## src/rtl/bus_rr_arbiter.sv

```systemverilog
// -----------------------------------------------------------------------------
// bus_rr_arbiter
//   Round-robin arbiter that merges N_REQ valid/ready requester streams onto one
//   registered output bus. A grant lasts until the holder drops valid or has
//   moved MAX_BURST beats. After that the arbiter spends one IDLE cycle and
//   rescans, starting from the requester after the previous holder.
//
//   Optional feature macro: BUS_ARB_STATS_EN
//     When defined, the block adds per-requester saturating 16-bit beat counters
//     and the stat_sel / stat_cnt read port. When undefined, these ports and
//     counters are absent. The datapath behaves the same in both builds.
//
// Ports
//   clk       clock, all logic on posedge
//   rst       asynchronous active-high reset
//   in_d      requester payloads, unpacked [N_REQ]
//   in_vld    requester valid, one bit per requester
//   in_rdy    requester ready; at most one bit high (the current grant)
//   out_d     registered output payload
//   out_vld   registered output valid
//   out_src   index of the requester that produced out_d
//   out_rdy   downstream ready
//   stat_sel  counter select            (BUS_ARB_STATS_EN only)
//   stat_cnt  beat count of stat_sel    (BUS_ARB_STATS_EN only)
// -----------------------------------------------------------------------------

`ifdef BUS_ARB_STATS_EN
// Per-requester beat counter. It saturates at 0xFFFF rather than wrapping, so a
// long-running stream reads as "at least 65535" instead of a small number.
module bus_rr_arbiter_stat_ctr (
  input  logic        clk,
  input  logic        rst,
  input  logic        inc,
  output logic [15:0] cnt
);
  always_ff @(posedge clk or posedge rst) begin
    if (rst)                          cnt <= '0;
    else if (inc && cnt != 16'hFFFF)  cnt <= cnt + 16'd1;
  end
endmodule
`endif

module bus_rr_arbiter #(
  parameter  int N_REQ     = 4,
  parameter  int DW        = 16,
  parameter  int MAX_BURST = 4,
  localparam int IDW       = $clog2(N_REQ)
) (
  input  logic             clk,
  input  logic             rst,
  input  logic [DW-1:0]    in_d [N_REQ],
  input  logic [N_REQ-1:0] in_vld,
  output logic [N_REQ-1:0] in_rdy,
  output logic [DW-1:0]    out_d,
  output logic             out_vld,
  output logic [IDW-1:0]   out_src,
  input  logic             out_rdy
`ifdef BUS_ARB_STATS_EN
  ,
  input  logic [IDW-1:0]   stat_sel,
  output logic [15:0]      stat_cnt
`endif
);

  localparam int BCW = $clog2(MAX_BURST + 1);

  typedef enum logic {IDLE = 1'b0, GRANT = 1'b1} state_t;

  state_t           state_q, state_d;
  logic [IDW-1:0]   grant_q, grant_d;
  logic [IDW-1:0]   ptr_q, ptr_d;
  logic [BCW-1:0]   burst_q, burst_d;

  logic             found;
  logic [IDW-1:0]   pick;
  logic [IDW-1:0]   scan_idx;
  int               scan_pos;

  logic             gnt_rdy;
  logic             vld_g;
  logic             xfer;
  logic             last_beat;
  logic [IDW-1:0]   next_ptr;

  // ---------------------------------------------------------------------------
  // Rotating priority scan. It starts at ptr_q and wraps N_REQ-1 -> 0. The
  // offset arithmetic uses int, so a non-power-of-two N_REQ wraps correctly.
  // ---------------------------------------------------------------------------
  always_comb begin
    found    = 1'b0;
    pick     = '0;
    scan_idx = '0;
    scan_pos = 0;
    for (int i = 0; i < N_REQ; i++) begin
      scan_pos = int'(ptr_q) + i;
      if (scan_pos >= N_REQ) scan_pos = scan_pos - N_REQ;
      scan_idx = scan_pos[IDW-1:0];
      if (!found && in_vld[scan_idx]) begin
        found = 1'b1;
        pick  = scan_idx;
      end
    end
  end

  // ---------------------------------------------------------------------------
  // Grant-side handshake. Ready depends only on registered state and out_rdy.
  // This keeps any combinational path from in_vld to in_rdy out of the design.
  // The output register can take a beat when it is empty or is being drained
  // in the same cycle.
  // ---------------------------------------------------------------------------
  assign gnt_rdy   = (state_q == GRANT) && (!out_vld || out_rdy);
  assign vld_g     = in_vld[grant_q];
  assign xfer      = gnt_rdy && vld_g;
  assign last_beat = xfer && (burst_q == BCW'(MAX_BURST - 1));
  assign next_ptr  = (grant_q == IDW'(N_REQ - 1)) ? '0 : grant_q + IDW'(1);

  always_comb begin
    in_rdy = '0;
    if (gnt_rdy) in_rdy[grant_q] = 1'b1;
  end

  // ---------------------------------------------------------------------------
  // FSM
  // ---------------------------------------------------------------------------
  always_ff @(posedge clk or posedge rst) begin
    if (rst) begin
      state_q <= IDLE;
      grant_q <= '0;
      ptr_q   <= '0;
      burst_q <= '0;
    end else begin
      state_q <= state_d;
      grant_q <= grant_d;
      ptr_q   <= ptr_d;
      burst_q <= burst_d;
    end
  end

  always_comb begin
    state_d = state_q;
    grant_d = grant_q;
    ptr_d   = ptr_q;
    burst_d = burst_q;
    unique case (state_q)
      IDLE: begin
        if (found) begin
          grant_d = pick;
          burst_d = '0;
          state_d = GRANT;
        end
      end
      GRANT: begin
        if (xfer) burst_d = burst_q + BCW'(1);
        // Release when the holder is offered a slot and has nothing to send,
        // or when this beat fills the burst budget. A stalled cycle
        // (gnt_rdy == 0) does neither.
        if ((gnt_rdy && !vld_g) || last_beat) begin
          state_d = IDLE;
          ptr_d   = next_ptr;
        end
      end
      default: state_d = IDLE;
    endcase
  end

  // ---------------------------------------------------------------------------
  // Output register. A new beat overwrites the register in the same cycle the
  // old one drains, so a grant streams at full rate. If nothing is loaded,
  // out_rdy only empties the register.
  // ---------------------------------------------------------------------------
  always_ff @(posedge clk or posedge rst) begin
    if (rst) begin
      out_vld <= 1'b0;
      out_d   <= '0;
      out_src <= '0;
    end else if (xfer) begin
      out_vld <= 1'b1;
      out_d   <= in_d[grant_q];
      out_src <= grant_q;
    end else if (out_rdy) begin
      out_vld <= 1'b0;
    end
  end

`ifdef BUS_ARB_STATS_EN
  logic [15:0] stat_arr [N_REQ];

  for (genvar i = 0; i < N_REQ; i++) begin : g_stat
    bus_rr_arbiter_stat_ctr u_ctr (
      .clk (clk),
      .rst (rst),
      .inc (xfer && (grant_q == IDW'(i))),
      .cnt (stat_arr[i])
    );
  end

  // When N_REQ is not a power of two, a select value past the last requester
  // reads as zero.
  assign stat_cnt = (int'(stat_sel) < N_REQ) ? stat_arr[stat_sel] : '0;
`endif

endmodule

```

## config.mk

```make
export PLATFORM = sky130hd
export DESIGN_NAME = bus_rr_arbiter
export DESIGN_NICKNAME = d
export VERILOG_FILES = /design/src/rtl/bus_rr_arbiter.sv
export SDC_FILE = /design/constraint.sdc
export NUM_CORES = 1
export LEC_CHECK = 0
export CORE_MARGIN = 2
export CORE_UTILIZATION = 39
export DETAILED_ROUTE_END_ITERATION = 10
export PLACE_DENSITY_LB_ADDON = 0.12
export SLEW_MARGIN = 20
export SYNTH_ARGS = -nofsm -noshare
export SYNTH_HDL_FRONTEND = slang
export SYNTH_SLANG_ARGS = --single-unit
```

## constraint.sdc

```tcl
create_clock -name clk -period 1.91 [get_ports clk]
set_input_delay 0.382 -clock clk [delete_from_list [all_inputs] [get_ports clk]]
set_output_delay 0.382 -clock clk [all_outputs]
set_load 0.01 [all_outputs]
```

==> results of run 1 <==
==> state kept, by name (all words and copies together) (netlist names) <==
signal	count
burst_q	3
grant_q	2
out_d	16
out_src	2
out_vld	1
ptr_q	2
state_q	1
==> power groups by stage <==
stage	Sequential [mW]	Clock, mW	Combinational (mW)
after floorplan	1.14	0	1.32
final	1.11	0.331	2.36
after detailed placement	1.11	0	2.37
after global routing	1.16	0.373	2.55
after CTS	1.11	0.346	2.35
after global placement	1.08	0	2.31
==> cells by family after synthesis <==
kind of cell / Yosys count / synth area share
AOI/OAI and AO/OA: 14 / 0.06434
adders and majority gates: 6 / 0.04386
buffers and inverters: 17 / 0.05263
DFF: 27 / 0.3947
muxes: 41 / 0.3794
and+or+nand+nor: 19 / 0.06506
==> per-stage QoR <==
| stage | cells | utilization | hold WS [ns] | area, µm² | TNS (ns) |
|---|---|---|---|---|---|
| after floorplan | 124 | - | 0.4347 | 1712 | 0 |
| after global placement | 275 | 0.6457 | 0.4624 | 2773 | -5.574 |
| after detailed placement | 275 | 0.6457 | 0.4886 | 2773 | -5.941 |
| after CTS | 279 | 0.6571 | 0.4880 | 2821 | 0 |
| after global routing | 279 | 0.6608 | 0.5186 | 2838 | -0.03628 |
| final | 279 | 0.6608 | 0.4908 | 2838 | 0 |
==> metal layers <==
metal	vias to the layer above	GRT usage
met4	0	0.05128
met3	2	0.03896
li1	679	-
met2	53	0.3732
met1	733	0.2524
met5	-	0
==> cells in the final DEF, fill, tap and decap left out, types with 3 or more instances in the layout <==
master,netlist,layout
buf_4,0,14
dfrtp_1,27,25
and3_1,4,4
o21ai_0,4,4
clkbuf_8,0,3
ha_1,6,6
mux2i_1,3,3
clkdlybuf4s50_1,0,88
dlygate4sd2_1,0,3
nand2b_1,4,3
inv_1,8,6
a21oi_1,3,3
mux2_2,18,18
mux4_2,17,17
nor2_1,3,3
==> final timing paths <==
check                      startpoint         end  depth (start not counted)
max                         in_vld[3]    ptr_q[0]                          4
min                               rst   out_d[12]                          3
max reg2reg                grant_q[0]    ptr_q[0]                          3
min reg2reg                burst_q[0]  burst_q[0]                          1
max in group asynchronous         rst  grant_q[1]                          3
min in group clk           burst_q[0]  burst_q[0]                          1
==> area by class of cell <==
class,count,share of cell area
tap,52,0.02293
clock inverter,1,0.002646
timing repair buffer,108,0.3717
multi-input combinational,80,0.3386
clock buffer,3,0.01455
sequential,27,0.2390
inverter,8,0.01058
==> worst max-delay path, delay by kind of cell <==
kind                   cells  cell delay [ns]
muxes                      2             0.88
AOI/OAI and AO/OA          1             0.34
buffers and inverters      1             0.43
==> timing repair <==
action,4_1_cts,5_1_grt
pin swaps,0,1
endpoints found under the setup margin,9,11
setup buffers,0,0
resized for setup,7,7
==> summary.md, run 1 <==
| Metric | Value |
|---|---|
| Worst Clk Skew | 0.005403 ns |
| Worst setup margin | 0.04033 ns |
| Pint | 2.486 mW |
| Min Tclk post-route | 1.870 ns |
| Largest net degree at the start of global routing | 28 |
| EDFF count, synth | 0 |
| Die Area | 0.004935 mm² |
| Register Area | 678.2 µm² |
| Post-synth cell types | 30 |
| Number of diodes | 0 |
| Most common cell in the synthesized netlist | dfrtp_1 |
| Syn nets | 201 |
| DRC | 0 |
| Core Box Area | 0.004294 mm² |
| Avg WL per Cell | 17.12 µm |
| CP Launch Type | primary input |
| Reg clk slew, reported paths | 0.10 ns |
| Final setup violation count | 0 |
| Rel. slew slack | 0.7639 |
| Yosys top cell by area | dfrtp_1 |
| Sw Share | 0.3464 |
| Static Leak | 1.189 nW |
| Synth Register Bits | 27 |
| Async S/R FF share, synth | 1.000 |
| Die extent in x | 70.25 µm |
| Die H | 70.25 µm |
| Area of the multi-input gates | 960.9 µm² |
| Crit end category | flop |
| Num rows | 24 |
| Mapped Cells | 124 |
| Peak supply drop | 0.8477 mV |
| H-tree levels | 1 |
| R2r setup slk | 0.05 ns |
| DR WL met3 | 271 µm |
| Buffers on Ports | 93 |
| Top routing layer in use | met4 |
| Placer Congestion | 0.8558 |
| CP Class | primary input to flop |
| Initial antenna violation count | 0 |
| Post-synthesis average cell area | 13.80 µm² |
| DR iter-0 viols | 52 |
| Fmax | 0.5349 GHz |
| Flop pwr share | 0.292 |
| Max_cap viols | 0 |
| Total GRT Usage | 0.2065 |
| Synthesized area | 0.001712 mm² |
| Synth top area cells | dfrtp_1, mux4_2, mux2_2, ha_1, buf_6 |
| Clock latency on the worst-skew pair | 0.27 ns |
| Commonest cells post-synth | dfrtp_1, mux2_2, mux4_2 |
| TritonCTS clock tree | built |
| RSZ-0062 raised after global routing | yes |
| Combinational power share | 0.621 |
| Critical-path top delay cell | mux4_2 |
| First-pass GRT wire length | 8114 µm |
| Max incr delay on CP | 0.55 ns |
| Area grow syn2layout | 65.79% |
| Detail Route Antenna Nets | 0 |
| Met2 wire length | 2579 µm |
| Top Ports | 94 |
| Worst slack, placed | -0.2921 ns |
| Share of layout cells above drive strength 1 | 0.2863 |
| WP data required | 2.07 ns |
| Top_reg_cell synth | dfrtp_1 |
| Via density | 5.258 |
| Worst EP arrival | 2.03 ns |
| Initial Util | 0.3986 |
| CTS Sinks | 27 |
| Clock share of power | 0.087 |
| Number of global-route vias before repair | 1,688 |
| M1 wire length | 1898 µm |
| Total Wirelength | 4777 µm |
| CP cell instances | clkdlybuf4s50_1 -> mux4_2 -> a221oi_4 -> mux2_4 |
| Final worst path period share | 0.9789 |
| Fillers | 340 |
| Power, Total | 3.804 mW |
| Ys Warns | 0 |
| CTS Buf Count | 3 |
| Routed via count | 1,467 |
| Hold crit path type | primary input to async pin |
| Layout net count | 305 |
| # hold bufs at CTS | 0 |
| Hold Fails Final Rpt | 0 |
| Post-synthesis sequential area ratio | 0.3947 |
| 1st-pass router iterations | 4 |
| Actual slew at the worst max-slew pin | 0.3541 ns |
| Power per standard cell area | 1340 mW/mm² |
| Clock root buffer | clkbuf_8 |
| Slew Viols, Final | 0 |
| GR Overflow Total | 0 |
| Psw | 1.318 mW |
| Outcome | finished, final reports clean |
| Synth top area share | 0.3947 |
| CP max FO | 3 |
| Clock buffer depth | 2 |
| Hpwl dp | 3812 µm |
Note: power is estimated with default switching activity, not from simulation.
==> run 2, diff against run 1 <==
Settings changed: GPL_TIMING_DRIVEN set to 0, PLACE_DENSITY set to 0.81, PLACE_DENSITY_LB_ADDON 0.12 to not set.
==> summary.md, run 2 (synthesis results as in run 1) <==
| Metric | Value |
|---|---|
| Worst setup margin | 0.06599 ns (was 0.04033 ns) |
| WP data required | 1.53 ns (was 2.07 ns) |
| Sw Share | 0.3471 (was 0.3464) |
| Max incr delay on CP | 0.47 ns (was 0.55 ns) |
| Combinational power share | 0.636 (was 0.621) |
| Die extent in x | 70.25 µm (unchanged) |
| Rel. slew slack | 0.4704 (was 0.7639) |
| Commonest cells after routing, fill and taps aside | clkdlybuf4s50_1, dfrtp_1, mux2_2, mux4_2 (was clkdlybuf4s50_1, dfrtp_1, mux2_2, mux4_2, buf_4) |
| GR Overflow Total | 0 (unchanged) |
| CP max FO | 9 (was 3) |
| Max reg flops | 16 (unchanged) |
| Total GRT Usage | 0.1885 (was 0.2065) |
| Final setup violation count | 0 (unchanged) |
| DR iter-0 viols | 43 (was 52) |
| Number of global-route vias before repair | 1,439 (was 1,688) |
| Psw | 1.314 mW (was 1.318 mW) |
| Hold Fails Final Rpt | 0 (unchanged) |
| Die H | 70.25 µm (unchanged) |
| Reg clk slew, reported paths | 0.10 ns (about the same) |
| First-pass GRT wire length | 7113 µm (was 8114 µm) |
| Fillers | 349 (was 340) |
| Worst slack, placed | -0.6422 ns (was -0.2921 ns) |
| # hold bufs at CTS | 0 (unchanged) |
| RSZ-0062 raised after global routing | yes (unchanged) |
| Total Wirelength | 4477 µm (was 4777 µm) |
| Actual slew at the worst max-slew pin | 0.7872 ns (was 0.3541 ns) |
| Outcome | finished, final reports clean (unchanged) |
| Final worst path period share | 0.9655 (was 0.9789) |
| Largest registers | out_d x16, burst_q x3 (unchanged) |
| CP cell instances | clkdlybuf4s50_1 -> nand2b_4 -> and3_1 -> dlygate4sd2_1 (was clkdlybuf4s50_1 -> mux4_2 -> a221oi_4 -> mux2_4) |
| Clock share of power | 0.088 (was 0.087) |
| H-tree levels | 1 (unchanged) |
| CP Launch Type | primary input (unchanged) |
| Worst EP arrival | 1.46 ns (was 2.03 ns) |
| Setup TNS | 0 ns (unchanged) |
| Clock latency on the worst-skew pair | 0.28 ns (was 0.27 ns) |
| Hpwl dp | 3635 µm (was 3812 µm) |
| Max_cap viols | 0 (unchanged) |
| DRC | 0 (unchanged) |
| Top Ports | 94 (unchanged) |
| Core Box Area | 0.004294 mm² (unchanged) |
| Pint | 2.472 mW (was 2.486 mW) |
| Placer Congestion | 0.7860 (was 0.8558) |
| 1st-pass router iterations | 4 (unchanged) |
| Critical-path top delay cell | clkdlybuf4s50_1 (was mux4_2) |
| Largest net degree at the start of global routing | 28 (unchanged) |
| Initial antenna violation count | 0 (unchanged) |
| Number of diodes | 0 (unchanged) |
| Fmax | 0.5423 GHz (was 0.5349 GHz) |
| Buffers on Ports | 93 (unchanged) |
| Layout net count | 302 (was 305) |
| Slew Viols, Final | 0 (unchanged) |
| Die Area | 0.004935 mm² (unchanged) |
| Area grow syn2layout | 63.45% (was 65.79%) |
| Share of layout cells above drive strength 1 | 0.2723 (was 0.2863) |
| Clock buffer depth | 2 (unchanged) |
| CP Class | primary input to output port (was primary input to flop) |
| Worst Clk Skew | 0.007307 ns (was 0.005403 ns) |
| Crit end category | output port (was flop) |
| Power, Total | 3.787 mW (was 3.804 mW) |
| Flop pwr share | 0.276 (was 0.292) |
| Peak supply drop | 0.9689 mV (was 0.8477 mV) |
| CTS Buf Count | 3 (unchanged) |
| Hold crit path type | primary input to async pin (unchanged) |
| Detail Route Antenna Nets | 0 (unchanged) |
| Clock root buffer | clkbuf_8 (unchanged) |
| Power per standard cell area | 1353 mW/mm² (was 1340 mW/mm²) |
| Fin Hold WS | 0.4676 ns (was 0.4908 ns) |
| TritonCTS clock tree | built (unchanged) |
| Initial Util | 0.3986 (unchanged) |
| Min Tclk post-route | 1.844 ns (was 1.870 ns) |
| Num rows | 24 (unchanged) |
| Most common cell after layout, fill and taps aside | clkdlybuf4s50_1 (unchanged) |
| Register with the most flip-flops | out_d (unchanged) |
| Via density | 5.152 (was 5.258) |
| Avg WL per Cell | 16.22 µm (was 17.12 µm) |
| CTS Sinks | 27 (unchanged) |
| Static Leak | 1.165 nW (was 1.189 nW) |
| Routed via count | 1,422 (was 1,467) |
run 2: power groups by stage:
stage                     Clock [mW]  Sequential, mW  Combinational, mW
after detailed placement           0            1.06               2.34
final                          0.333            1.04               2.41
after global routing           0.363            1.09               2.62
after global placement             0            1.04               2.31
after floorplan                    0            1.14               1.32
after CTS                      0.346            1.05               2.46
run 2: stage by stage:
| stage | area [µm²] | std cells | utilization |
|---|---|---|---|
| global route | 2798 | 276 | 0.6515 |
| global placement | 2708 | 269 | 0.6305 |
| finish | 2798 | 276 | 0.6515 |
| floorplan | 1712 | 124 | - |
| CTS | 2814 | 276 | 0.6553 |
| detailed placement | 2708 | 269 | 0.6305 |
run 2: cell type report:
cell class	count	area (µm²)	share of cell area
multi-input combinational	80	953.4	0.3408
timing repair buffer	97	939.7	0.3359
sequential	27	675.6	0.2415
buffer	8	85.08	0.03041
tap	52	65.06	0.02326
clock buffer	3	41.29	0.01476
inverter	8	30.03	0.01073
clock inverter	1	7.507	0.002683
run 2: final timing paths:
path,startpoint,slack [ns],endpoint,depth (start not counted)
hold reg to reg,burst_q[0],0.50,burst_q[0],1
hold / removal,rst,0.47,out_d[11],2
setup / recovery,out_rdy,0.07,in_rdy[3],4
setup reg to reg,grant_q[0],0.07,ptr_q[1],4
max in group asynchronous,rst,1.07,burst_q[0],2
min in group clk,burst_q[0],0.50,burst_q[0],1
run 2: what timing repair did:
item	4_1_cts	5_1_grt
endpoints found under the setup margin	22	5
setup buffers	4	0
pin swaps	1	1
resized for setup	25	3
endpoints found under the hold margin	0	0
run 2: routing by layer:
layer | global-route usage | vias to the layer above | part of all wire
met5 | 0 | - | 0
met3 | 0.05483 | 4 | 0.078
met4 | 0.05769 | 0 | 0.012
li1 | - | 676 | -
met2 | 0.3260 | 51 | 0.51
met1 | 0.2264 | 691 | 0.40
run 2: worst max-delay path: cells and delay by family:
family,cells,cell delay [ns]
buffers and inverters,2,0.73
AND/OR/NAND/NOR,2,0.34
==> run 3, diff against run 2 <==
Settings changed: CELL_PAD_IN_SITES_DETAIL_PLACEMENT set to 0, CELL_PAD_IN_SITES_GLOBAL_PLACEMENT set to 1, CORE_UTILIZATION 39 to 29, PLACE_DENSITY 0.81 to not set, PLACE_DENSITY_LB_ADDON set to 0.1, SLEW_MARGIN 20 to not set.
==> summary.md, run 3 (synthesis results as in run 1) <==
| Metric | Value |
|---|---|
| Area grow syn2layout | 68.64% (was 63.45%) |
| Failing checks | negative setup slack |
| Worst Setup EP | ptr_q[1] (was in_rdy[3]) |
| Hold Fails Final Rpt | 0 (unchanged) |
| Register with the most flip-flops | out_d (unchanged) |
| Final worst path period share | 1.041 (was 0.9655) |
| Pint | 2.604 mW (was 2.472 mW) |
| Die H | 80.83 µm (was 70.25 µm) |
| Worst slack, placed | -0.6881 ns (was -0.6422 ns) |
| Via density | 4.893 (was 5.152) |
| Number of diodes | 0 (unchanged) |
| Most common cell after layout, fill and taps aside | clkdlybuf4s50_1 (unchanged) |
| Worst Clk Skew | 0.005486 ns (was 0.007307 ns) |
| Crit end category | flop (was output port) |
| Final setup violation count | 18 (was 0) |
| Fmax | 0.5029 GHz (was 0.5423 GHz) |
| Static Leak | 1.216 nW (was 1.165 nW) |
| Rel. slew slack | 0.2826 (was 0.4704) |
| Worst r2r dst | ptr_q[1] (unchanged) |
| Worst reg2reg startpoint | grant_q[0] (unchanged) |
| Avg WL per Cell | 16.20 µm (was 16.22 µm) |
| Die Area | 0.006533 mm² (was 0.004935 mm²) |
| Worst EP arrival | 2.16 ns (was 1.46 ns) |
| CP Class | flop to flop (was primary input to output port) |
| Hold crit path type | flop to flop (was primary input to async pin) |
| DR iter-0 viols | 54 (was 43) |
| Worst setup margin | -0.07857 ns (was 0.06599 ns) |
| Peak supply drop | 0.6897 mV (was 0.9689 mV) |
| Min Tclk post-route | 1.989 ns (was 1.844 ns) |
| Worst Reg2Reg Path Length in Cells | 5 (was 4) |
| Placer Congestion | 0.8566 (was 0.7860) |
| Psw | 1.349 mW (was 1.314 mW) |
| Largest net degree at the start of global routing | 28 (unchanged) |
| Clock share of power | 0.085 (was 0.088) |
| Final instance area | 0.002887 mm² (was 0.002798 mm²) |
| CTS Buf Count | 3 (unchanged) |
| Combinational power share | 0.648 (was 0.636) |
| CTS Sinks | 27 (unchanged) |
| First-pass GRT wire length | 7721 µm (was 7113 µm) |
| Total Wirelength | 4859 µm (was 4477 µm) |
| Detail Route Antenna Nets | 0 (unchanged) |
| Buffers on Ports | 93 (unchanged) |
| TritonCTS clock tree | built (unchanged) |
| Flop pwr share | 0.267 (was 0.276) |
| Total GRT Usage | 0.1551 (was 0.1885) |
| Clock root buffer | clkbuf_8 (unchanged) |
| Num rows | 27 (was 24) |
| Reg clk slew, reported paths | 0.10 ns (about the same) |
| Core Box Area | 0.005608 mm² (was 0.004294 mm²) |
| 1st-pass router iterations | 4 (unchanged) |
| Post-Place Cell Area | 0.002733 mm² (was 0.002708 mm²) |
| Initial antenna violation count | 0 (unchanged) |
| Clock latency on the worst-skew pair | 0.28 ns (about the same) |
| Largest registers | out_d x16, burst_q x3 (unchanged) |
| Max_cap viols | 0 (unchanged) |
| Actual slew at the worst max-slew pin | 1.075 ns (was 0.7872 ns) |
| Clock buffer depth | 2 (unchanged) |
| Hpwl dp | 3758 µm (was 3635 µm) |
| Initial Util | 0.3052 (was 0.3986) |
| Routed via count | 1,468 (was 1,422) |
| CP Launch Type | flop (was primary input) |
| Sw Share | 0.3413 (was 0.3471) |
| RSZ-0062 raised after global routing | yes (unchanged) |
| Commonest cells after routing, fill and taps aside | clkdlybuf4s50_1, dfrtp_1, mux2_2, mux4_2, buf_4 (was clkdlybuf4s50_1, dfrtp_1, mux2_2, mux4_2) |
| Crit path from | grant_q[0] (was out_rdy) |
| WP data required | 2.08 ns (was 1.53 ns) |
| Share of layout cells above drive strength 1 | 0.2895 (was 0.2723) |
| Top Ports | 94 (unchanged) |
| R2r setup slk | -0.08 ns (was 0.07 ns) |
| # hold bufs at CTS | 0 (unchanged) |
| GR Overflow Total | 0 (unchanged) |
| Number of global-route vias before repair | 1,585 (was 1,439) |
| Max reg flops | 16 (unchanged) |
| Slew Viols, Final | 0 (unchanged) |
| Power, Total | 3.953 mW (was 3.787 mW) |
| Outcome | finished with violations (was finished, final reports clean) |
| CP max FO | 3 (was 9) |
| H-tree levels | 1 (unchanged) |
| Power per standard cell area | 1369 mW/mm² (was 1353 mW/mm²) |
| Die extent in x | 80.83 µm (was 70.25 µm) |
| DRC | 0 (unchanged) |
| Layout net count | 306 (was 302) |
==> run 3: cell count changes in the layout (fill, tap and decap cells not counted), sizes merged <==
cell / previous run / this run
buf: 12 / 18
dlygate4sd2: 5 / 2
dlymetal6s2s: 0 / 2
clkbuf: 6 / 5
clkdlybuf4s50: 85 / 86
clkinvlp: 1 / 0
==> run 3: worst min path at each step <==
stage | from | to | slack [ns] | depth (start not counted)
2_1_floorplan | rst | burst_q[0] | 0.43 | 1
3_3_place_gp | burst_q[0] | burst_q[0] | 0.47 | 1
3_5_place_dp | burst_q[0] | burst_q[0] | 0.47 | 1
4_1_cts | burst_q[0] | burst_q[0] | 0.49 | 1
5_1_grt | burst_q[0] | burst_q[0] | 0.53 | 1
6_report | burst_q[0] | burst_q[0] | 0.48 | 1
==> run 3: metrics by stage <==
stage                     hold WS (ns)  utilization  cells  setup TNS (ns)
after floorplan                 0.4347            -    124               0
after global placement          0.4650       0.4873    289          -9.427
after detailed placement        0.4726       0.4873    289          -10.23
after CTS                       0.4861       0.5132    299         -0.8551
after global routing            0.5275       0.5147    300          -1.544
final                           0.4804       0.5147    300         -0.5166
==> run 3: critical path, cell delays in order, from the launching register on <==
cell      delay [ns]
dfrtp_1         0.39
buf_6           0.13
buf_6           0.09
mux4_2          0.56
a221oi_4        0.38
mux2_4          0.33
==> run 3: final cells by class <==
class / count / area [µm²]
fillers: 525 / 2721
repair buffers: 101 / 982.2
multi-input cells: 80 / 960.9
flip-flops and latches: 27 / 675.6
plain buffers: 8 / 102.6
well taps: 72 / 90.09
clock buffers: 4 / 45.04
inverters: 8 / 30.03
==> run 3: repair_timing <==
action / in CTS / in global routing
setup endpoints to repair: 22 / 26
resized for setup: 28 / 9
pin swaps: 0 / 1
buffers inserted: 7 / 1
hold endpoints to repair: 0 / 0
==> run 3: layer usage <==
| layer | part of all wire | routed length [µm] | GRT usage | vias up |
|---|---|---|---|---|
| met3 | 0.098 | 477 | 0.05000 | 4 |
| met2 | 0.51 | 2480 | 0.2620 | 66 |
| met1 | 0.38 | 1868 | 0.1948 | 720 |
| met4 | 0.0066 | 32 | 0.03220 | 0 |
| met5 | 0 | 0 | 0 | - |
| li1 | - | - | - | 678 |
==> run 3: power groups by stage <==
stage               combinational [mW]  sequential, mW  clock (mW)
CTS                               2.56            1.06       0.350
floorplan                         1.32            1.14           0
global placement                  2.31            1.05           0
finish                            2.56            1.05       0.337
global route                      2.79            1.10       0.377
detailed placement                2.35            1.06           0
